File: src/rtl/playback_ctrl.sv
// -----------------------------------------------------------------------------
// playback_ctrl
// Song playback sequencer. A three-state machine (IDLE / PLAY / PAUSE) walks a
// song ROM one step per quarter beat, and a manual keyboard note overrides the
// ROM note whenever a key is held.
//
// Ports
//   clk           system clock, all state updates on the rising edge
//   RESET         asynchronous, active-high reset
//   play_btn      single-cycle play/pause toggle pulse
//   stop_btn      single-cycle stop pulse (wins over play_btn)
//   song_sel      song to start, sampled only on IDLE -> PLAY
//   tempo         beat period = BASE_DIV >> tempo, sampled at each beat reload
//   loop_en       restart the song at its last step instead of stopping
//   key_note      manual note code, 0 = no key
//   rom_note      ROM note at {song_id, step_addr}
//   rom_last      ROM flag: current step is the last of the song
//   song_id       latched song index to the ROM
//   step_addr     current song step to the ROM
//   note_out      registered arbitrated note to the tone generator
//   beat_tick     one-cycle quarter-beat pulse
//   playing       high while in PLAY
//   manual_active registered (key_note != 0)
// -----------------------------------------------------------------------------
module playback_ctrl #(
  parameter int BASE_DIV = 25_000_000
) (
  input  logic       clk,
  input  logic       RESET,
  input  logic       play_btn,
  input  logic       stop_btn,
  input  logic [1:0] song_sel,
  input  logic [1:0] tempo,
  input  logic       loop_en,
  input  logic [3:0] key_note,
  input  logic [3:0] rom_note,
  input  logic       rom_last,
  output logic [1:0] song_id,
  output logic [5:0] step_addr,
  output logic [3:0] note_out,
  output logic       beat_tick,
  output logic       playing,
  output logic       manual_active
);

  localparam int CNT_W = (BASE_DIV > 1) ? $clog2(BASE_DIV + 1) : 1;

  typedef enum logic [1:0] {
    S_IDLE  = 2'd0,
    S_PLAY  = 2'd1,
    S_PAUSE = 2'd2
  } state_t;

  state_t           r_state;
  state_t           w_next;

  logic [CNT_W-1:0] r_cnt;
  logic [CNT_W-1:0] r_period;
  logic [CNT_W-1:0] w_new_period;
  logic [1:0]       r_song;
  logic [5:0]       r_step;
  logic [3:0]       r_note;
  logic             r_tick;
  logic             r_playing;
  logic             r_manual;

  logic             w_start;
  logic             w_clear;
  logic             w_count;
  logic             w_beat_end;
  logic             w_tick;

  // The period is only captured at a reload, so a tempo change lands on the
  // next beat boundary and never stretches or cuts the beat in progress.
  assign w_new_period = CNT_W'(BASE_DIV >> tempo);
  assign w_beat_end   = (r_cnt == (r_period - CNT_W'(1)));

  // State register
  always_ff @(posedge clk or posedge RESET) begin
    if (RESET) begin
      r_state <= S_IDLE;
    end else begin
      r_state <= w_next;
    end
  end

  // Next-state and control decode. A button edge consumes the cycle: the beat
  // counter does not advance on the cycle that pauses, resumes or stops.
  always_comb begin
    w_next  = r_state;
    w_start = 1'b0;
    w_clear = 1'b0;
    w_count = 1'b0;
    case (r_state)
      S_IDLE: begin
        if (play_btn && !stop_btn) begin
          w_next  = S_PLAY;
          w_start = 1'b1;
        end
      end
      S_PLAY: begin
        if (stop_btn) begin
          w_next  = S_IDLE;
          w_clear = 1'b1;
        end else if (play_btn) begin
          w_next = S_PAUSE;
        end else begin
          w_count = 1'b1;
          if (w_beat_end && rom_last && !loop_en) begin
            w_next = S_IDLE;
          end
        end
      end
      S_PAUSE: begin
        if (stop_btn) begin
          w_next  = S_IDLE;
          w_clear = 1'b1;
        end else if (play_btn) begin
          w_next = S_PLAY;
        end
      end
      default: begin
        w_next = S_IDLE;
      end
    endcase
  end

  assign w_tick = w_count && w_beat_end;

  // Beat counter, step pointer and registered outputs
  always_ff @(posedge clk or posedge RESET) begin
    if (RESET) begin
      r_song    <= 2'd0;
      r_step    <= 6'd0;
      r_cnt     <= '0;
      r_period  <= '0;
      r_note    <= 4'd0;
      r_tick    <= 1'b0;
      r_playing <= 1'b0;
      r_manual  <= 1'b0;
    end else begin
      r_tick    <= w_tick;
      r_playing <= (w_next == S_PLAY);
      r_manual  <= (key_note != 4'd0);

      // Manual key has priority; the song keeps running underneath it.
      if (key_note != 4'd0) begin
        r_note <= key_note;
      end else if (r_state != S_IDLE) begin
        r_note <= rom_note;
      end else begin
        r_note <= 4'd0;
      end

      if (w_start) begin
        r_song   <= song_sel;
        r_step   <= 6'd0;
        r_cnt    <= '0;
        r_period <= w_new_period;
      end else if (w_clear) begin
        r_step <= 6'd0;
        r_cnt  <= '0;
      end else if (w_tick) begin
        r_cnt    <= '0;
        r_period <= w_new_period;
        // Last step rewinds whether the song loops or ends; 63 wraps to 0.
        r_step   <= rom_last ? 6'd0 : (r_step + 6'd1);
      end else if (w_count) begin
        r_cnt <= r_cnt + CNT_W'(1);
      end
    end
  end

  assign song_id       = r_song;
  assign step_addr     = r_step;
  assign note_out      = r_note;
  assign beat_tick     = r_tick;
  assign playing       = r_playing;
  assign manual_active = r_manual;

endmodule

File: config.mk
export PLATFORM = sky130hd
export DESIGN_NAME = playback_ctrl
export DESIGN_NICKNAME = d
export VERILOG_FILES = /design/src/rtl/playback_ctrl.sv
export SDC_FILE = /design/constraint.sdc
export NUM_CORES = 1
export LEC_CHECK = 0
export ABC_CLOCK_PERIOD_IN_PS = 3100
export BUFFER_PORTS_ARGS = -buffer_cell sky130_fd_sc_hd__buf_4
export CAP_MARGIN = 25
export CORE_UTILIZATION = 35
export CTS_CLUSTER_DIAMETER = 150
export DETAILED_ROUTE_END_ITERATION = 10
export SETUP_SLACK_MARGIN = 0.02
export SLEW_MARGIN = 20
export SYNTH_ARGS = -nofsm -noshare
export SYNTH_HDL_FRONTEND = slang
export SYNTH_SLANG_ARGS = --single-unit
export TNS_END_PERCENT = 10
File: constraint.sdc
create_clock -name clk -period 3.1 [get_ports clk]
set_input_delay 0.465 -clock clk [delete_from_list [all_inputs] [get_ports clk]]
set_output_delay 0.465 -clock clk [all_outputs]
set_load 0.01 [all_outputs]
# After elaboration in Yosys (flattened, before gate mapping)

Index checks and enable logic that the tools add are counted.
Widths: inputs -> output; s select.

$add $sub $neg: 3
Equal/unequal tests: 5
Shifts and indexed selects: 1
Reductions and logical operators: 14
Muxes and demuxes: 27

Operator list:

| cell                  | count |
|---|---|
| $mux 25               | 7 |
| $add 25x1->25 const B | 1 |
| $eq 25x25->1          | 1 |
| $shr 25x2->25 const A | 1 |
| $sub 25x1->25 const B | 1 |
| $mux 6                | 4 |
| $mux 2                | 6 |
| $mux 4                | 2 |
| $reduce_bool 4->1     | 2 |
| $mux 1                | 7 |
| $add 6x1->6 const B   | 1 |
| $pmux 2 s3            | 1 |
| $eq 2x1->1 const B    | 2 |
| $logic_and 1x1->1     | 4 |
| $reduce_bool 2->1     | 2 |
| $reduce_bool 3->1     | 1 |
| $eq 2x2->1 const B    | 1 |
| $logic_not 1->1       | 2 |
| $logic_not 2->1       | 1 |
| $ne 2x2->1 const B    | 1 |
| $reduce_and 2->1      | 1 |
| $reduce_or 2->1       | 1 |

Bits of input ports: 18
Bits in registers: 67
Logic and storage cells: 59
Output and inout bits: 15

# Logic depth before layout (Yosys ltp)

Gate-level depths: netlist (run 1).

Depth after elaboration: 9
Mapped depth: 13
Depth with buffers taken out: 10

# Least setup slack after synthesis (run 1)

No wires, ideal clock.

Path type: register to register
From: register r_period[8]
To: register r_period[15]
Cell stages (with the launch flop): 14
Data arrival time: 2793 ps
Slack: 180 ps
Required time: 2973 ps
Clock period less this slack: 2920 ps
Library setup time: 127 ps
Buffers on the path: 3
Cells stage by stage: dfrtp_1 -> buf_6 -> inv_1 -> ha_1 -> nor3b_2 -> nand2_1 -> o41a_1 -> nor2_1 -> o211ai_1 -> or4_1 -> buf_4 -> nand2_4 -> buf_12 -> mux2_1

Cells in the longest elaborated chain, start to end: 5

Ends and longest elaborated chain:

| item                        | line | text |
|---|---|---|
| from (decl)                 | 58   | `logic [CNT_W-1:0] r_period;` |
| from (signal assigned)      | 159  | `r_period <= w_new_period;` |
| from (signal assigned)      | 165  | `r_period <= w_new_period;` |
| $sub 25x1->25               | 76   | `assign w_beat_end = (r_cnt == (r_period - CNT_W'(1)));` |
| $eq 25x25->1                | 76   |  |
| $logic_and 1x1->1           | 128  | `assign w_tick = w_count && w_beat_end;` |
| $reduce_bool 2->1 (no line) | --   |  |
| $reduce_and 2->1 (no line)  | --   |  |

Every way passes these cells.
A chain may end at the register's enable or synchronous reset.

# Worst setup path in the final report (run 1)

From: register r_period[8]
To: register r_period[4]

The elaborated chain is that of the path after synthesis.

==> results of run 1 <==
## sequential cells by signal, summed over array words and instances, names as in the netlist
signal,cells
playing,1
r_period,12
beat_tick,1
r_state,2
step_addr,6
manual_active,1
song_id,2
note_out,4
r_cnt,25
## through the flow
stage	util	cell area [um^2]	hold slack (ns)	TNS, ns
after floorplan	-	3297	0.5056	0
after global placement	0.4035	3711	0.4944	0
after detailed placement	0.4035	3711	0.5004	0
after CTS	0.4155	3821	0.3184	0
after global routing	0.4196	3859	0.3314	-0.01256
final	0.4196	3859	0.2886	0
## critical path, delay by kind of cell, from the launching register on
kind / cells / cell delay [ns]
simple gates: 5 / 1.19
compound gates: 2 / 0.52
fa+ha+maj: 1 / 0.23
buf+inv: 1 / 0.11
mux: 1 / 0.34
flops: 1 / 0.45
## final cells by class
class,instances,share of cell area
Timing Repair Buffer,49,0.1018
Multi-Input combinational cell,263,0.4695
Tap cell,111,0.03599
Clock buffer,6,0.01881
Inverter,14,0.01362
Clock inverter,2,0.009728
Sequential cell,54,0.3505
## path summary, 6_finish.rpt
kind                       slack (ns)   startpoint     endpoint  cells past startpoint
setup / recovery                 0.12  r_period[8]  r_period[4]                     10
max in group asynchronous        2.06        RESET  r_period[8]                      3
hold reg to reg                  0.52   song_id[0]   song_id[0]                      1
hold / removal                   0.29        RESET  note_out[1]                      2
setup reg to reg                 0.12  r_period[8]  r_period[4]                     10
min in group clk                 0.34  key_note[3]  note_out[3]                      2
## cells in the mapped netlist, types with 4 or more instances
master    count
clkbuf_1      5
mux2_1        6
mux2i_1      10
or4_1         4
and3_1        6
nand2_1      27
nand2b_1      6
nor2b_1       6
nand3_1      17
nand4_1       8
o21ai_0       5
inv_1        14
ha_1          7
a21oi_1      12
nor2_1       42
dfrtp_1      54
nor3_1        8
nand3b_1      4
xor2_1       28
buf_2         5
a21o_1        4
xnor2_1      18
## kinds of logic (layout without fill, tap and decap cells)
family / after synthesis / after routing / share of synthesized area
AOI/OAI and AO/OA: 41 / 41 / 0.08653
adders and majority gates: 7 / 7 / 0.02656
and+or+nand+nor: 151 / 151 / 0.2501
muxes: 18 / 18 / 0.05768
buffers and inverters: 30 / 71 / 0.04706
xor gates and xnor gates: 46 / 46 / 0.1222
DFF: 54 / 54 / 0.4099
## repair_timing
action	in CTS	in global routing
setup endpoints to repair	0	31
setup buffers	0	2
resized for setup	0	6
hold endpoints to repair	0	0
## where the power goes
| group | switching [mW] | internal (mW) |
|---|---|---|
| Sequential | 0.150 | 0.817 |
| Clock | 0.236 | 0.241 |
| Combinational | 0.613 | 0.499 |
## per-layer routing
layer	share of wire	wire length [um]
met2	0.48	3543
met4	0.015	109
met3	0.033	241
met1	0.47	3466
met5	0	0
==> metrics.csv, run 1 <==
metric;value;unit
Cell Area, Synth;3297;um^2
TritonCTS Buffers;5;
most frequent cells in the layout;dfrtp_1 (53), buf_4 (47), nor2_1 (42);
Hold Path Class;input pin to async pin;
grt ovf;0;
H-tree depth;2;
synthesized net count;372;
worst-path cell chain;inv_1 > ha_2 > nor3b_2 > nand2_1 > o41a_1 > nor2_1 > o211ai_1 > or4_1 > nand2_4 > mux2_1;
Seq cells post-synth;54;
gpl congestion;0.8726;
Initial Utilization;0.3585;
HPWL after detailed placement;5526;um
drt drc;0;
PwrDens;662.4;nW/um^2
Tot GR Track Use;0.1603;
Top Ports;33;
Via density;5.261;
status;completed;
Yosys cell types;59;
root buffer cell;clkbuf_8;
global route hottest layer;met2;
die area;9812;um^2
CP Launch Type;flip-flop;
Slew @ Worst Pin;0.7566;ns
CP required;3.29;ns
M3 GR Usage;0.02908;
final std cells w/o fill;499;
Slew Limit Fails;0;
placed cell count;489;
Area contributors post-synth;dfrtp_1 (41%), xor2_1 (7.4%), nor2_1 (4.8%);
LEAKAGE;1.714;nW
number of fillers in the final layout;928;
Tot Pwr;2.556;mW
final setup violating endpoints;0;
Post-synth EDFFs;0;
clock buffer depth;2;
relative slew slack;0.4949;
multi-input logic area;1812;um^2
commonest non-fill, non-tap cell in the layout;dfrtp_1;
WP data arrival;3.17;ns
Row Count;35;
final worst-path cycle share;0.9603;
Crit Path Max Fanout;12;
Synthesis Warnings;0;
clk_skew;0.009868;ns
Fin. Hold Viols;0;
Worst Setup End Kind;flip-flop;
largest net degree at the start of global routing;38;
DR iter-0 viols;163;
critical path's slowest cell;or4_1;
proportion of layout cells with a drive suffix above 1;0.1830;
CP peak stage delay;0.52;ns
asr flop ratio synth;1.000;
final WL;7360;um
port buffer count;32;
Clk pin slew, worst setup/hold paths;0.09;ns
Diodes inserted;0;
Synth Area per Inst;9.501;um^2
synthesized instance count;347;
Die Width;99.06;um
antenna violation net count after detailed routing;0;
routed vias;2625;
M2 GR Usage;0.2625;
grt met1 use;0.2182;
CTS tree;built;
clk sinks;54;
Setup WS post-layout;0.1230;ns
maximum vdd drop;280.7;uV
share of the synthesized area in the top cell type;0.4099;
first-pass GRT wire length;12650;um
register area;1353;um^2
Core ar.;9196;um^2
CTS Hold Buffers Added;0;
dpl ws;0.1132;ns
min cycle time layout;2.977;ns
area delta synth->final;17.04;%
initial antenna violation count;0;
max-cap violation count;0;
sequential fraction of the synthesis area;0.4099;
Die Ht;99.06;um
top_reg_cell synth;dfrtp_1;
clk_lat worst skew;0.31;ns
Setup CP Type;flip-flop to flip-flop;
NumNets Final;412;
WL per Instance;14.75;um
vias in the first global route;2652;
Yosys top cell by area;dfrtp_1;
DR pass1 iterations;4;
Max Clk Rate;335.9;MHz
No activity file was read; power rests on OpenSTA's default activity.
==> inputs of run 2 (changes only) <==
Settings changed: CAP_MARGIN 25 to 10, PLACE_DENSITY set to 0.55.
==> run 2 against run 1 <==
Register-to-register slack improved by 0.09 ns. Setup slack improved by 0.094 ns. Sequential power decreased by 0.5%. Critical path type unchanged. Largest cell class unchanged.
==> metrics.csv, run 2 (synthesized netlist as in run 1, its figures left out) <==
metric;value;unit;change
status;completed;;
Clk pwr share;0.193;;+0.006
max-cap violation count;0;;unchanged
Fin. Hold Viols;0;;unchanged
root buffer cell;clkbuf_8;;
relative slew slack;0.6826;;+0.1877
H-tree depth;2;;unchanged
final setup violating endpoints;0;;unchanged
Hold Path Class;input pin to async pin;;
Combinational Power Share;0.433;;-0.002
Crit Path Max Fanout;12;;unchanged
antenna violation net count after detailed routing;0;;unchanged
CP Launch Type;flip-flop;;
clk_lat worst skew;0.31;ns;about the same
r2r setup slk;0.22;ns;+0.09 ns
Core ar.;9196;um^2;unchanged
routed vias;2589;;-1.4%
clk_skew;0.007807;ns;-0.002060 ns
WP data arrival;3.08;ns;-0.09 ns
final WL;7253;um;-1.5%
Cell Int Power;1.569;mW;+0.72%
Tot Pwr;2.572;mW;+0.62%
initial antenna violation count;0;;unchanged
Post-Route Setup TNS;0;ns;unchanged
worst hold slack;0.1983;ns;-0.09032 ns
commonest non-fill, non-tap cell in the layout;dfrtp_1;;
RSZ-0062 raised after global routing;false;;
Initial Utilization;0.3585;;unchanged
TritonCTS Buffers;5;;unchanged
Die Width;99.06;um;unchanged
area delta synth->final;17.50;%;
WL per Instance;14.42;um;-2.2%
CP required;3.30;ns;about the same
number of fillers in the final layout;930;;+0.22%
Setup CP Type;flip-flop to flip-flop;;
gpl congestion;0.8272;;-5.2%
Max Clk Rate;346.9;MHz;+3.3%
Seq pwr share;0.374;;-0.005
PwrDens;663.9;nW/um^2;+0.23%
LEAKAGE;1.731;nW;+0.96%
Diodes inserted;0;;unchanged
placed cell count;491;;+0.41%
NumNets Final;416;;+0.97%
Top reg by flops;r_cnt;;
HPWL after detailed placement;5432;um;-1.7%
Die Ht;99.06;um;unchanged
proportion of layout cells with a drive suffix above 1;0.1939;;+0.01089
cell count of the worst reg-to-reg path;10;;unchanged
max FFs per register;25;;unchanged
Slew Limit Fails;0;;unchanged
sw frac;0.3900;;-0.0005609
maximum vdd drop;328.5;uV;+17%
Top Ports;33;;unchanged
DR iter-0 viols;142;;-13%
largest net degree at the start of global routing;30;;-21%
reg-to-reg endpoint;r_period[6];;
DP Area;3701;um^2;-0.27%
clk sinks;54;;unchanged
Clk pin slew, worst setup/hold paths;0.10;ns;about the same
vias in the first global route;2497;;-5.8%
final worst-path cycle share;0.9298;;-0.03048
most frequent cells in the layout;dfrtp_1 (54), buf_4 (53), nor2_1 (42);;
Sw Pwr;1.003;mW;+0.48%
drt drc;0;;unchanged
Row Count;35;;unchanged
clock buffer depth;2;;unchanged
DR pass1 iterations;4;;unchanged
CTS tree;built;;
Tot GR Track Use;0.1602;;about the same
Design Area, Final;3874;um^2;+0.39%
final std cells w/o fill;503;;+0.80%
Worst Setup End Kind;flip-flop;;
RR Startpoint;r_period[8];;
first-pass GRT wire length;12560;um;-0.70%
Via density;5.147;;-2.2%
min cycle time layout;2.883;ns;-0.09448 ns
CTS Hold Buffers Added;0;;unchanged
grt ovf;0;;unchanged
port buffer count;32;;unchanged
die area;9812;um^2;unchanged
Slew @ Worst Pin;0.4718;ns;-0.2848 ns
run 2: cell count changes in the layout (fill, tap and decap cells not counted), sizes merged:
cell | previous run | this run
inv | 14 | 15
buf | 49 | 53
clkbuf | 6 | 5
run 2: power by group through the flow:
stage                     clock network [mW]  logic (mW)  registers (mW)
after floorplan                            0       0.800           0.925
after global placement                     0        1.05           0.973
after detailed placement                   0        1.05           0.972
after CTS                              0.516        1.05           0.962
after global routing                   0.542        1.24           0.982
final                                  0.496        1.11           0.963
run 2: area by class of cell:
type,count,area [um^2],area share
tap,111,138.9,0.03585
sequential,54,1351,0.3488
multi-input combinational,263,1815,0.4687
clock buffer,5,68.82,0.01776
clock inverter,3,48.80,0.01260
timing repair buffer,53,397.9,0.1027
inverter,14,52.55,0.01357
run 2: what timing repair did:
| item | CTS | global route |
|---|---|---|
| endpoints found under the setup margin | 0 | 37 |
| setup buffers | 0 | 4 |
| resized for setup | 0 | 6 |
| endpoints found under the hold margin | 0 | 0 |
run 2: worst max-delay path, stage by stage (launching register included):
cell and delay [ns]:
dfrtp_1 0.45, inv_1 0.12, ha_2 0.22, nor3b_2 0.20, nand2_1 0.11, o41a_1 0.45, nor2_1 0.12, o211ai_1 0.09
or4_4 0.46, nand2_4 0.21, mux2_1 0.34
run 2: metrics by stage:
stage	util	setup slack (ns)
finish	0.4212	0.2175
global route	0.4212	0.02806
CTS	0.4152	0.1115
detailed placement	0.4024	0.1466
global placement	0.4024	0.1347
floorplan	-	0.1796
run 2: routing by layer:
layer	GRT usage	wire [um]	vias up
li1	-	-	1299
met1	0.2312	3572	1244
met2	0.2534	3436	41
met3	0.02340	193	5
met4	0.03846	51	0
met5	0	0	-
run 2: how the worst max path moves through the flow:
stage,start,endpoint,cells after the start
2_1_floorplan,r_period[8],r_period[15],13
3_3_place_gp,r_period[6],r_period[15],8
3_5_place_dp,r_period[8],playing,10
4_1_cts,r_period[8],r_cnt[24],10
5_1_grt,r_period[8],r_cnt[24],12
6_report,r_period[8],r_period[6],10
==> inputs of run 3 (changes only) <==
Settings changed: CORE_MARGIN set to 2, CORE_UTILIZATION 35 to 40, GPL_TIMING_DRIVEN set to 1, PLACE_DENSITY 0.55 to 0.61.
==> run 3 against run 2 <==
Non-clock buffer count shrank 5. Design area is essentially flat. Core utilization grew 5.8 points. Highest routed layer unchanged. Sequential power grew 2%. Sequential share of layout area is essentially flat. Largest cell class unchanged. Largest power group unchanged. Routed wire length grew 0.28%. Die area shrank 8.4%.
==> metrics.csv, run 3 (synthesized netlist as in run 1, its figures left out) <==
metric;value;unit;change
Slew Limit Fails;0;;unchanged
placed cell count;481;;-2.0%
Setup CP Type;flip-flop to flip-flop;;
TritonCTS Buffers;5;;unchanged
routed vias;2582;;-0.27%
final worst-path cycle share;0.9446;;+0.01474
port buffer count;32;;unchanged
cell count of the worst reg-to-reg path;10;;unchanged
Hold Path Class;input pin to async pin;;
clk_lat worst skew;0.30;ns;about the same
maximum vdd drop;362.3;uV;+10%
antenna violation net count after detailed routing;0;;unchanged
area delta synth->final;17.53;%;about the same
max FFs per register;25;;unchanged
CP Launch Type;flip-flop;;
Post-Route Setup TNS;0;ns;unchanged
final std cells w/o fill;493;;-2.0%
status;completed;;
Clk pin slew, worst setup/hold paths;0.10;ns;about the same
drt drc;0;;unchanged
first-pass GRT wire length;12150;um;-3.2%
dpl ws;0.09770;ns;-0.04895 ns
commonest non-fill, non-tap cell in the layout;dfrtp_1;;
Row Count;33;;-5.7%
Tot GR Track Use;0.1706;;+0.01043
largest net degree at the start of global routing;55;;+83%
LEAKAGE;1.732;nW;about the same
clk_skew;0.009625;ns;+0.001818 ns
proportion of layout cells with a drive suffix above 1;0.1830;;-0.01089
NumNets Final;412;;-0.96%
DR pass1 iterations;4;;unchanged
Diodes inserted;0;;unchanged
most frequent cells in the layout;dfrtp_1 (53), buf_4 (47), nor2_1 (42);;
final WL;7273;um;+0.28%
clock buffer depth;2;;unchanged
Max Clk Rate;341.5;MHz;-1.6%
Via density;5.237;;+1.8%
WP data arrival;3.18;ns;+0.10 ns
H-tree depth;2;;unchanged
initial antenna violation count;0;;unchanged
CTS tree;built;;
Core ar.;8093;um^2;-12%
CP required;3.35;ns;+0.05 ns
PwrDens;681.0;nW/um^2;+2.6%
Fin. Hold Viols;0;;unchanged
Worst Setup End Kind;flip-flop;;
min cycle time layout;2.928;ns;+0.04570 ns
final setup violating endpoints;0;;unchanged
Top reg by flops;r_cnt;;
clk sinks;54;;unchanged
reg-to-reg endpoint;playing;;
vias in the first global route;2520;;+0.92%
max-cap violation count;0;;unchanged
die area;8984;um^2;-8.4%
Setup WS post-layout;0.1718;ns;-0.04570 ns
gpl congestion;0.8879;;+7.3%
Initial Utilization;0.4074;;+0.04889
Slew @ Worst Pin;0.6685;ns;+0.1967 ns
RSZ-0062 raised after global routing;false;;
HPWL after detailed placement;5309;um;-2.3%
grt ovf;0;;unchanged
r2r setup slk;0.17;ns;-0.05 ns
WL per Instance;14.75;um;+2.3%
Die Ht;94.79;um;-4.3%
root buffer cell;clkbuf_8;;
RR Startpoint;r_period[8];;
Die Width;94.79;um;-4.3%
DR iter-0 viols;147;;+3.5%
Top Ports;33;;unchanged
Crit Path Max Fanout;6;;-6
relative slew slack;0.5543;;-0.1282
## run 3: per-layer routing
metal,global-route usage,wire length (um),part of all wire
met1,0.2395,3482,0.48
met3,0.02314,281,0.039
met2,0.2813,3466,0.48
met5,0,0,0
met4,0.03744,43,0.0059
## run 3: timing repair
action / 4_1_cts / 5_1_grt
resized for setup: 0 / 6
hold buffers: 0 / 0
endpoints found under the hold margin: 0 / 0
setup buffers: 0 / 3
endpoints found under the setup margin: 0 / 14
## run 3: worst max path at each step
stage,from,endpoint,slack [ns],cells past startpoint
final,r_period[8],playing,0.17,10
after global routing,r_period[8],playing,0.03,10
after CTS,r_period[8],playing,0.06,10
after detailed placement,r_period[8],playing,0.1,10
after global placement,r_period[8],playing,0.22,10
after floorplan,r_period[8],r_period[15],0.18,13
## run 3: critical path: stages, from the launching register on
cell and delay, ns:
dfrtp_2 0.46, inv_1 0.14, ha_4 0.18, nor3b_2 0.19, nand2_1 0.10, o41a_1 0.45, nor4_2 0.29, o2111ai_2 0.19
or4b_4 0.52, a31oi_1 0.20, and2_1 0.15
## run 3: metrics by stage
step / utilization / total power [mW] / hold WS, ns / instance area (um^2)
global route: 0.4788 / 2.803 / 0.3330 / 3875
global placement: 0.4542 / 2.021 / 0.4928 / 3676
finish: 0.4788 / 2.639 / 0.3407 / 3875
floorplan: - / 1.724 / 0.5056 / 3297
detailed placement: 0.4542 / 2.025 / 0.5009 / 3676
CTS: 0.4719 / 2.607 / 0.3282 / 3819
## run 3: final cells by class
class | instances | area [um^2]
Timing Repair Buffer | 48 | 372.9
Sequential cell | 54 | 1353
Fill cell | 780 | 4218
Inverter | 14 | 52.55
Tap cell | 105 | 131.4
Multi-Input combinational cell | 264 | 1823
Clock inverter | 2 | 60.06
Clock buffer | 6 | 82.58
## run 3: power breakdown
group / switching, mW / leakage [nW] / internal, mW
registers: 0.165 / 0.701 / 0.817
logic: 0.594 / 0.960 / 0.491
clock network: 0.228 / 0.0714 / 0.344
